`src/rtl/pwm_ctrl_pkg.sv`:
```
// rtl/pwm_ctrl_pkg.sv - shared width default and ramp state encoding for pwm control blocks
package pwm_ctrl_pkg;

   localparam int PWM_WIDTH = 12;

   typedef enum logic [1:0] {
      ST_HOLD      = 2'd0,
      ST_RAMP_UP   = 2'd1,
      ST_RAMP_DOWN = 2'd2,
      ST_KICK      = 2'd3
   } ramp_state_t;

endpackage

```
`src/rtl/pwm_ramp_ctrl_tick_gen.sv`:
```
// rtl/pwm_ramp_ctrl_tick_gen.sv - rate prescaler, one tick every DIV cycles while run=1
module tick_gen #(
   parameter int DIV = 1024
) (
   input  logic clk,
   input  logic rst,
   input  logic run,
   output logic tick
);

   localparam int CW = (DIV > 1) ? $clog2(DIV) : 1;
   localparam logic [CW-1:0] LAST = CW'(DIV - 1);

   logic [CW-1:0] cnt;

   assign tick = run && (cnt == LAST);

   // Any pause in run restarts the interval so the next tick is a full DIV cycles away.
   always_ff @(posedge clk or negedge rst) begin
      if (!rst) begin
         cnt <= '0;
      end else if (!run) begin
         cnt <= '0;
      end else if (cnt == LAST) begin
         cnt <= '0;
      end else begin
         cnt <= cnt + 1'b1;
      end
   end

endmodule

```
`src/rtl/pwm_ramp_ctrl.sv`:
```
// rtl/pwm_ramp_ctrl.sv - soft-start/soft-stop slew of the pwm compare value; PWM_RAMP_KICK_EN adds a kick phase
module pwm_ramp_ctrl
   import pwm_ctrl_pkg::*;
#(
   parameter int WIDTH      = PWM_WIDTH,
   parameter int STEP       = 16,
   parameter int STEP_DIV   = 1024,
   parameter int KICK_DUTY  = 1024,
   parameter int KICK_TICKS = 8
) (
   input  logic             clk,
   input  logic             rst,
   input  logic             en,
   input  logic [WIDTH-1:0] target,
   input  logic             target_load,
   output logic [WIDTH-1:0] compare,
   output logic             busy,
   output logic             at_target
);

   if (STEP_DIV < 1 || STEP < 1 || KICK_TICKS < 1 || KICK_DUTY >= (1 << WIDTH)) begin : g_cfg_err
      $error("pwm_ramp_ctrl: invalid parameter set");
   end

   ramp_state_t      state;
   logic [WIDTH-1:0] target_q;
   logic [WIDTH-1:0] goal;
   logic [WIDTH-1:0] up_val;
   logic [WIDTH-1:0] down_val;
   logic [WIDTH:0]   sum_w;
   logic [WIDTH:0]   diff_w;
   logic             tick;

   assign goal      = en ? target_q : '0;
   assign at_target = (compare == goal);

   // One extra bit keeps the saturating step honest at both ends of the range.
   assign sum_w    = {1'b0, compare} + (WIDTH+1)'(STEP);
   assign diff_w   = {1'b0, compare} - (WIDTH+1)'(STEP);
   assign up_val   = (sum_w > {1'b0, goal}) ? goal : sum_w[WIDTH-1:0];
   assign down_val = (diff_w[WIDTH] || (diff_w[WIDTH-1:0] < goal)) ? goal : diff_w[WIDTH-1:0];

   tick_gen #(
      .DIV (STEP_DIV)
   ) u_tick (
      .clk  (clk),
      .rst  (rst),
      .run  (state != ST_HOLD),
      .tick (tick)
   );

   always_ff @(posedge clk or negedge rst) begin
      if (!rst) begin
         target_q <= '0;
      end else if (target_load) begin
         target_q <= target;
      end
   end

`ifdef PWM_RAMP_KICK_EN
   localparam int KW = (KICK_TICKS > 1) ? $clog2(KICK_TICKS) : 1;
   localparam logic [KW-1:0] KICK_LAST = KW'(KICK_TICKS - 1);

   logic [KW-1:0] kick_cnt;
`endif

   always_ff @(posedge clk or negedge rst) begin
      if (!rst) begin
         state   <= ST_HOLD;
         compare <= '0;
         busy    <= 1'b0;
`ifdef PWM_RAMP_KICK_EN
         kick_cnt <= '0;
`endif
      end else begin
         case (state)
            ST_HOLD: begin
`ifdef PWM_RAMP_KICK_EN
               if ((compare == '0) && (goal != '0)) begin
                  state    <= ST_KICK;
                  compare  <= WIDTH'(KICK_DUTY);
                  kick_cnt <= '0;
                  busy     <= 1'b1;
               end else
`endif
               if (goal > compare) begin
                  state <= ST_RAMP_UP;
                  busy  <= 1'b1;
               end else if (goal < compare) begin
                  state <= ST_RAMP_DOWN;
                  busy  <= 1'b1;
               end
            end
            // A reversed goal only turns the ramp around; the prescaler keeps its phase.
            ST_RAMP_UP: begin
               if (goal < compare) begin
                  state <= ST_RAMP_DOWN;
               end else if (goal == compare) begin
                  state <= ST_HOLD;
                  busy  <= 1'b0;
               end else if (tick) begin
                  compare <= up_val;
               end
            end
            ST_RAMP_DOWN: begin
               if (goal > compare) begin
                  state <= ST_RAMP_UP;
               end else if (goal == compare) begin
                  state <= ST_HOLD;
                  busy  <= 1'b0;
               end else if (tick) begin
                  compare <= down_val;
               end
            end
`ifdef PWM_RAMP_KICK_EN
            ST_KICK: begin
               if (goal == '0) begin
                  state <= ST_RAMP_DOWN;
               end else if (tick) begin
                  if (kick_cnt == KICK_LAST) begin
                     if (goal > compare) begin
                        state <= ST_RAMP_UP;
                     end else if (goal < compare) begin
                        state <= ST_RAMP_DOWN;
                     end else begin
                        state <= ST_HOLD;
                        busy  <= 1'b0;
                     end
                  end else begin
                     kick_cnt <= kick_cnt + 1'b1;
                  end
               end
            end
`endif
            default: begin
               state <= ST_HOLD;
               busy  <= 1'b0;
            end
         endcase
      end
   end

endmodule

```
`config.mk`:
```
export PLATFORM = sky130hd
export DESIGN_NAME = pwm_ramp_ctrl
export DESIGN_NICKNAME = d
export VERILOG_FILES = /design/src/rtl/pwm_ctrl_pkg.sv /design/src/rtl/pwm_ramp_ctrl_tick_gen.sv /design/src/rtl/pwm_ramp_ctrl.sv
export SDC_FILE = /design/constraint.sdc
export NUM_CORES = 1
export LEC_CHECK = 0
export ABC_AREA = 1
export BUFFER_PORTS_ARGS = -buffer_cell sky130_fd_sc_hd__buf_2
export CORE_ASPECT_RATIO = 1.2
export CORE_UTILIZATION = 50
export DETAILED_ROUTE_END_ITERATION = 10
export PLACE_DENSITY = 0.76
export SETUP_SLACK_MARGIN = 0.15
export SLEW_MARGIN = 20
export SYNTH_ARGS = -nofsm -noshare
export SYNTH_HDL_FRONTEND = slang
export SYNTH_SLANG_ARGS = --single-unit
```
`constraint.sdc`:
```
create_clock -name clk -period 2.7 [get_ports clk]
set_input_delay 0.135 -clock clk [delete_from_list [all_inputs] [get_ports clk]]
set_output_delay 0.135 -clock clk [all_outputs]
set_load 0.02 [all_outputs]
```
==> Word-level counts from Yosys, hierarchy flattened <==
Index checks and enable logic that the tools add are counted.
{ "totals": {"n_memories": 0, "reg_bits": 37, "out_inout_bits": 14, "rom_bits": 0, "ram_bits": 0, "latch_bits": 0, "input_bits": 16} }
{ "op_classes": {"reduce_logical": 7, "shift": 0, "bitwise_logic": 0, "order_cmp": 4, "eq_ne": 12, "div_mod_pow": 0, "n_mul": 0, "n_mux": 24, "add_sub_neg": 3} }
{ "op_table": {"columns": ["cell", "n"], "rows": [
  ["$mux W12", 9],
  ["$eq A12 B12 Y1", 2],
  ["$lt A12 B12 Y1", 2],
  ["$pmux W12 S2", 1],
  ["$mux W10", 2],
  ["$add A12 B5 Y13 const B", 1],
  ["$gt A13 B12 Y1", 1],
  ["$sub A12 B5 Y13 const B", 1],
  ["$gt A12 B12 Y1", 1],
  ["$ne A2 B2 Y1 const B", 6],
  ["$add A10 B1 Y10 const B", 1],
  ["$eq A10 B10 Y1 const B", 1],
  ["$mux W2", 5],
  ["$reduce_and A7 Y1", 1],
  ["$pmux W2 S3", 1],
  ["$mux W1", 5],
  ["$reduce_bool A2 Y1", 2],
  ["$ne A3 B3 Y1 const B", 1],
  ["$pmux W1 S3", 1],
  ["$reduce_and A3 Y1", 1],
  ["$eq A2 B1 Y1 const B", 1],
  ["$eq A2 B2 Y1 const B", 1],
  ["$logic_not A2 Y1", 1],
  ["$logic_and A1 B1 Y1", 1],
  ["$logic_or A1 B1 Y1", 1]
]} }

==> Logic depth before layout (Yosys ltp) <==
{ "depth": {"word_depth": 8, "mapped_depth": 21} }

==> Hierarchy <==
A second synthesis with hierarchy kept.
{ "unflattened": {"hier_cells": 466, "hier_area_um2": 3365.7} }
{ "modules_own_cells": {"columns": ["module", "area_per_inst_um2", "instances", "cells_per_inst", "seq_area_each_um2"], "rows": [
  ["pwm_ramp_ctrl", 2836.5, 1, 404, 675.6],
  ["tick_gen", 529.3, 1, 62, 250.2]
]} }

==> Worst setup path after synthesis <==
No wires, ideal clock.
{ "synth_path": {"path_type": "register to register", "startpoint": "register compare[4]", "endpoint": "register compare[0]", "period_less_slack_ns": 2.649, "arrival_ns": 2.532, "stages_incl_launch_ff": 21, "required_time_ns": 2.583, "slack_ns": 0.051, "path_buffers": 0, "cell_sequence": "dfrtp_1 > inv_1 > ha_1 > nand3_1 > inv_1 > nand3_1 > nand2_1 > nand2_1 > inv_1 > ha_1 > nand2_1 > inv_1 > nand2_1 > inv_1 > nand2_1 > nand3_1 > and2_1 > o21ai_2 > nand2_2 > nand2_1 > nand2_1"} }
{ "synth_between": {"elab_chain_len": 8} }
{ "synth_rtl": {"columns": ["element", "line_no", "source"], "rows": [
  ["start: declaration", "pwm_ramp_ctrl.sv:16", "output logic [WIDTH-1:0] compare,"],
  ["start signal: assignment", "pwm_ramp_ctrl.sv:102", "compare <= up_val;"],
  ["start signal: assignment", "pwm_ramp_ctrl.sv:112", "compare <= down_val;"],
  ["$sub A12 B5 Y13", "pwm_ramp_ctrl.sv:39", "assign diff_w = {1'b0, compare} - (WIDTH+1)'(STEP);"],
  ["$lt A12 B12 Y1", "pwm_ramp_ctrl.sv:41", "assign down_val = (diff_w[WIDTH] || (diff_w[WIDTH-1:0] < goal)) ? goal : diff_w[WIDTH-1:0];"],
  ["$logic_or A1 B1 Y1", "pwm_ramp_ctrl.sv:41", null],
  ["$mux W12", "pwm_ramp_ctrl.sv:41", null],
  ["$mux W12", "pwm_ramp_ctrl.sv:111", "end else if (tick) begin"],
  ["$mux W12", "pwm_ramp_ctrl.sv:108", "end else if (goal == compare) begin"],
  ["$mux W12", "pwm_ramp_ctrl.sv:106", "if (goal > compare) begin"],
  ["$pmux W12 S2", "pwm_ramp_ctrl.sv:76", "case (state)"]
]} }
Several ways; a longest one is shown, not always the timed one. The select of a mux whose other input is x is not followed.
A chain may end at the register's enable or synchronous reset.

==> Final worst setup path <==
{ "layout_path": {"startpoint": "register compare[5]", "endpoint": "register compare[2]"} }
Same word-level chain as after synthesis.

==> impl_summary.log <==
INFO  metric cts_sinks = 37
INFO  metric dp.final_hpwl = 6.15 mm
INFO  metric number_of_enable_flip_flop_cells_after_synthesis = 0
INFO  metric cp_max_fo = 8
INFO  metric grt_pass1_vias = 3,015
INFO  metric distinct_cell_type_count_of_the_synthesized_netlist = 36
INFO  metric min_path_cells = 2
INFO  metric worst-endpoint-required = 2900 ps
INFO  metric rsz_0062_raised_after_global_routing = yes
INFO  metric worst-r2r-cell-count = 16
INFO  metric yosysWarningCount = 0
INFO  metric post_drt_wl_per_cell = 14.4 µm
INFO  metric outcome = complete, no violations
INFO  metric number_of_failing_setup_endpoints_in_the_final_timing_report = 0
INFO  metric wl = 8.79 mm
INFO  metric max_slew.worst_pin.slew = 843 ps
INFO  metric pre_cts_slack = 99.2 ps
INFO  metric area_growth_syn_to_layout = 26.2%
INFO  metric synth-seq-area-share = 28.5%
INFO  metric route.vias.total = 3,277
INFO  metric remaining_drc_errors = 0
INFO  metric p_leak = 2.16 nW
INFO  metric ctsRootBufferMaster = clkbuf_8
INFO  metric fin_skew = 6.05 ps
INFO  metric grt_util_all_layers = 25.7%
INFO  metric worst_hold_path_type = input port to register
INFO  metric netlist_top_cells_area = dfrtp_1, ha_1, nand2_1
INFO  metric slew_headroom = 43.8%
INFO  metric placement.io_buffers = 29
INFO  metric synth.most_common_cell = nand2_1
INFO  metric rows = 31
INFO  metric setup.reg_to_reg.worst_slack = 150 ps
INFO  metric period_minus_slack = 2550 ps
INFO  metric finalWeightedCongestion = 0.939
INFO  metric postSynthRegisterBits = 37
INFO  metric clk_latency = 300 ps
INFO  metric die_y = 90.3 µm
INFO  metric syn-num-nets = 519
INFO  metric final_net_count = 580
INFO  metric global_route_wire_length_before_repair = 13.6 mm
INFO  metric ys_dominant_reg_cell = dfrtp_1
INFO  metric startpoint_type = register
INFO  metric synth_async_sr_flop_share = 100%
INFO  metric cts.clk_slew.worst_paths = 80 ps
INFO  metric timing.final.crit_share = 94.4%
INFO  metric timing_hold_violations_final = 0
INFO  metric max_freq = 392 MHz
INFO  metric cp-end-kind = register
INFO  metric final_core_utilization = 66.5%
INFO  metric crit-reg2reg-launch = compare[5]
INFO  metric clock_path_buffers = 2
INFO  metric grt.overflow.total = 0
INFO  metric initial_antenna_violation_count = 0
INFO  metric largest_net_degree_at_the_start_of_global_routing = 38
INFO  metric design.portCount = 30
INFO  metric worst_ep_arrival_time = 2740 ps
INFO  metric final_setup_tns = 0 ps
INFO  metric detailedRoute.firstPassIterationCount = 5
INFO  metric post_route_cells_drive_above_1_share = 27.5%
INFO  metric synthDominantCellAreaShare = 28.5%
INFO  metric hold_start = target[7]
INFO  metric synth_commonest_cells = nand2_1, inv_1, nor2_1, nand3_1, ha_1
INFO  metric start_util = 52.7%
INFO  metric synthesized_area_divided_by_synthesized_cell_count = 6.99 µm²
INFO  metric setup.worst_path.class = register to register
INFO  metric die-width = 75.6 µm
INFO  metric maxCapViolCount = 0
INFO  metric cts_tree = done
INFO  metric first_iter_violations = 321
INFO  metric post_synth_instance_area = 3250 µm²
INFO  metric via_per_inst = 5.38
INFO  metric hold_end = target_q[7]
INFO  metric synthesis.instances = 465
INFO  metric rr_endpoint = compare[2]
INFO  metric coreArea = 6170 µm²
INFO  metric power_density_over_the_cells = 456 nW/µm²
INFO  metric ir_worst_vdd = 0.000400 V
INFO  metric fin_ws = 151 ps
INFO  metric hold_ws = 64.0 ps
INFO  metric clock_tree.htree_level_count = 2
INFO  metric synth_top_cell_by_area = dfrtp_1
INFO  metric antenna_cells_inserted = 0
INFO  metric filler_cell_count = 498
INFO  metric cts_made_buffers = 5
INFO  metric drv_slew = 0
INFO  metric antenna_left = 0
INFO  metric design.die.area = 6830 µm²
==> cell type report <==
type | count | area, µm² | area share [%]
flip-flops and latches | 37 | 931 | 22.7
repair buffers | 63 | 415 | 10.1
multi-input cells | 349 | 2260 | 55.1
inverters | 70 | 273 | 6.65
well taps | 82 | 103 | 2.50
clock buffers | 6 | 82.6 | 2.01
clock inverters | 2 | 37.5 | 0.915
==> cell families (layout without fill, tap and decap cells) <==
| logic type | after synthesis | after routing | share of synthesized area [%] |
|---|---|---|---|
| xor gates and xnor gates | 12 | 12 | 3.23 |
| and+or+nand+nor | 248 | 248 | 33.1 |
| adders and majority gates | 38 | 38 | 14.6 |
| buffers and inverters | 79 | 141 | 9.59 |
| muxes | 12 | 12 | 4.16 |
| AOI/OAI and AO/OA | 39 | 39 | 6.78 |
| DFF | 37 | 37 | 28.5 |
==> flip-flops by register name (all words and copies together), names as in the netlist <==
name / count
compare: 12
target_q: 12
u_tick.cnt: 10
state: 2
busy: 1
==> critical path: stages, from the launching register on <==
cell,delay (ps)
dfrtp_2,460
inv_4,70
nor3_2,150
buf_4,150
nand2_1,80
xor2_2,250
inv_2,80
ha_4,270
nand2_1,90
nor2_2,150
nand2_2,90
nand2_4,160
nand3_4,90
o21ai_4,100
nand2_2,110
nand2_1,80
nand2_1,40
==> report_power, final <==
group	internal [mW]	switching, mW	total [mW]
Combinational	0.253	0.436	0.689
Sequential	0.613	0.0533	0.666
Clock	0.300	0.214	0.515
Total	1.17	0.704	1.87
==> how the worst max path moves through the flow <==
stage	depth (start not counted)	endpoint	slack, ps	start
after floorplan	15	compare[0]	150	compare[8]
after global placement	15	compare[11]	150	compare[4]
after detailed placement	19	compare[1]	100	compare[5]
after CTS	16	compare[1]	160	compare[5]
after global routing	16	compare[2]	10	compare[5]
final	16	compare[2]	150	compare[5]
==> routing by layer <==
metal	up-vias	part of all wire, %	GRT usage (%)
li1	1594	-	-
met3	31	6.1	4.13
met1	1505	40	33.2
met4	0	3.5	10.5
met2	147	50	41.9
met5	-	0	0
==> what timing repair did <==
action,4_1_cts,5_1_grt
setup buffers,5,10
resized for setup,13,45
hold buffers,1,0
gates cloned,0,1
setup endpoints to repair,12,13
hold endpoints to repair,37,0
pin swaps,5,21
==> cells in the final DEF (no fill, tap or decap), types with 2 or more instances in the layout <==
master    Yosys  layout
xor2_2        0       3
nand4_1       7       7
xor2_1       10       6
a21oi_2       2       5
o21ai_0       4       4
a21o_1        2       2
nor2_1       54      47
nand2_2       5       8
nor3_1        3       2
mux2_2       12      12
ha_4          0       6
o21a_1        2       2
clkinv_1      2       2
buf_6         1       4
clkbuf_8      0       6
dfrtp_2       0       4
xnor2_1       2       2
nor3_2        1       2
inv_1        64      59
inv_4         0       2
nand3_1      43      36
a21oi_1      25      22
nand2_1     125     120
nand3_2       1       6
nor2_2        2       8
or2_2         2       2
nand3_4       1       3
inv_2         4       6
buf_4         1      28
dfrtp_1      37      33
buf_2         3      30
ha_1         38      32
==> stage by stage <==
stage / cells / area, µm² / power (mW)
detailed placement: 584 / 3580 / 1.31
CTS: 598 / 3800 / 1.83
finish: 609 / 4100 / 1.87
global placement: 584 / 3580 / 1.29
global route: 609 / 4100 / 2.00
floorplan: 465 / 3260 / 1.14
No activity file was read; power rests on OpenSTA's default activity.
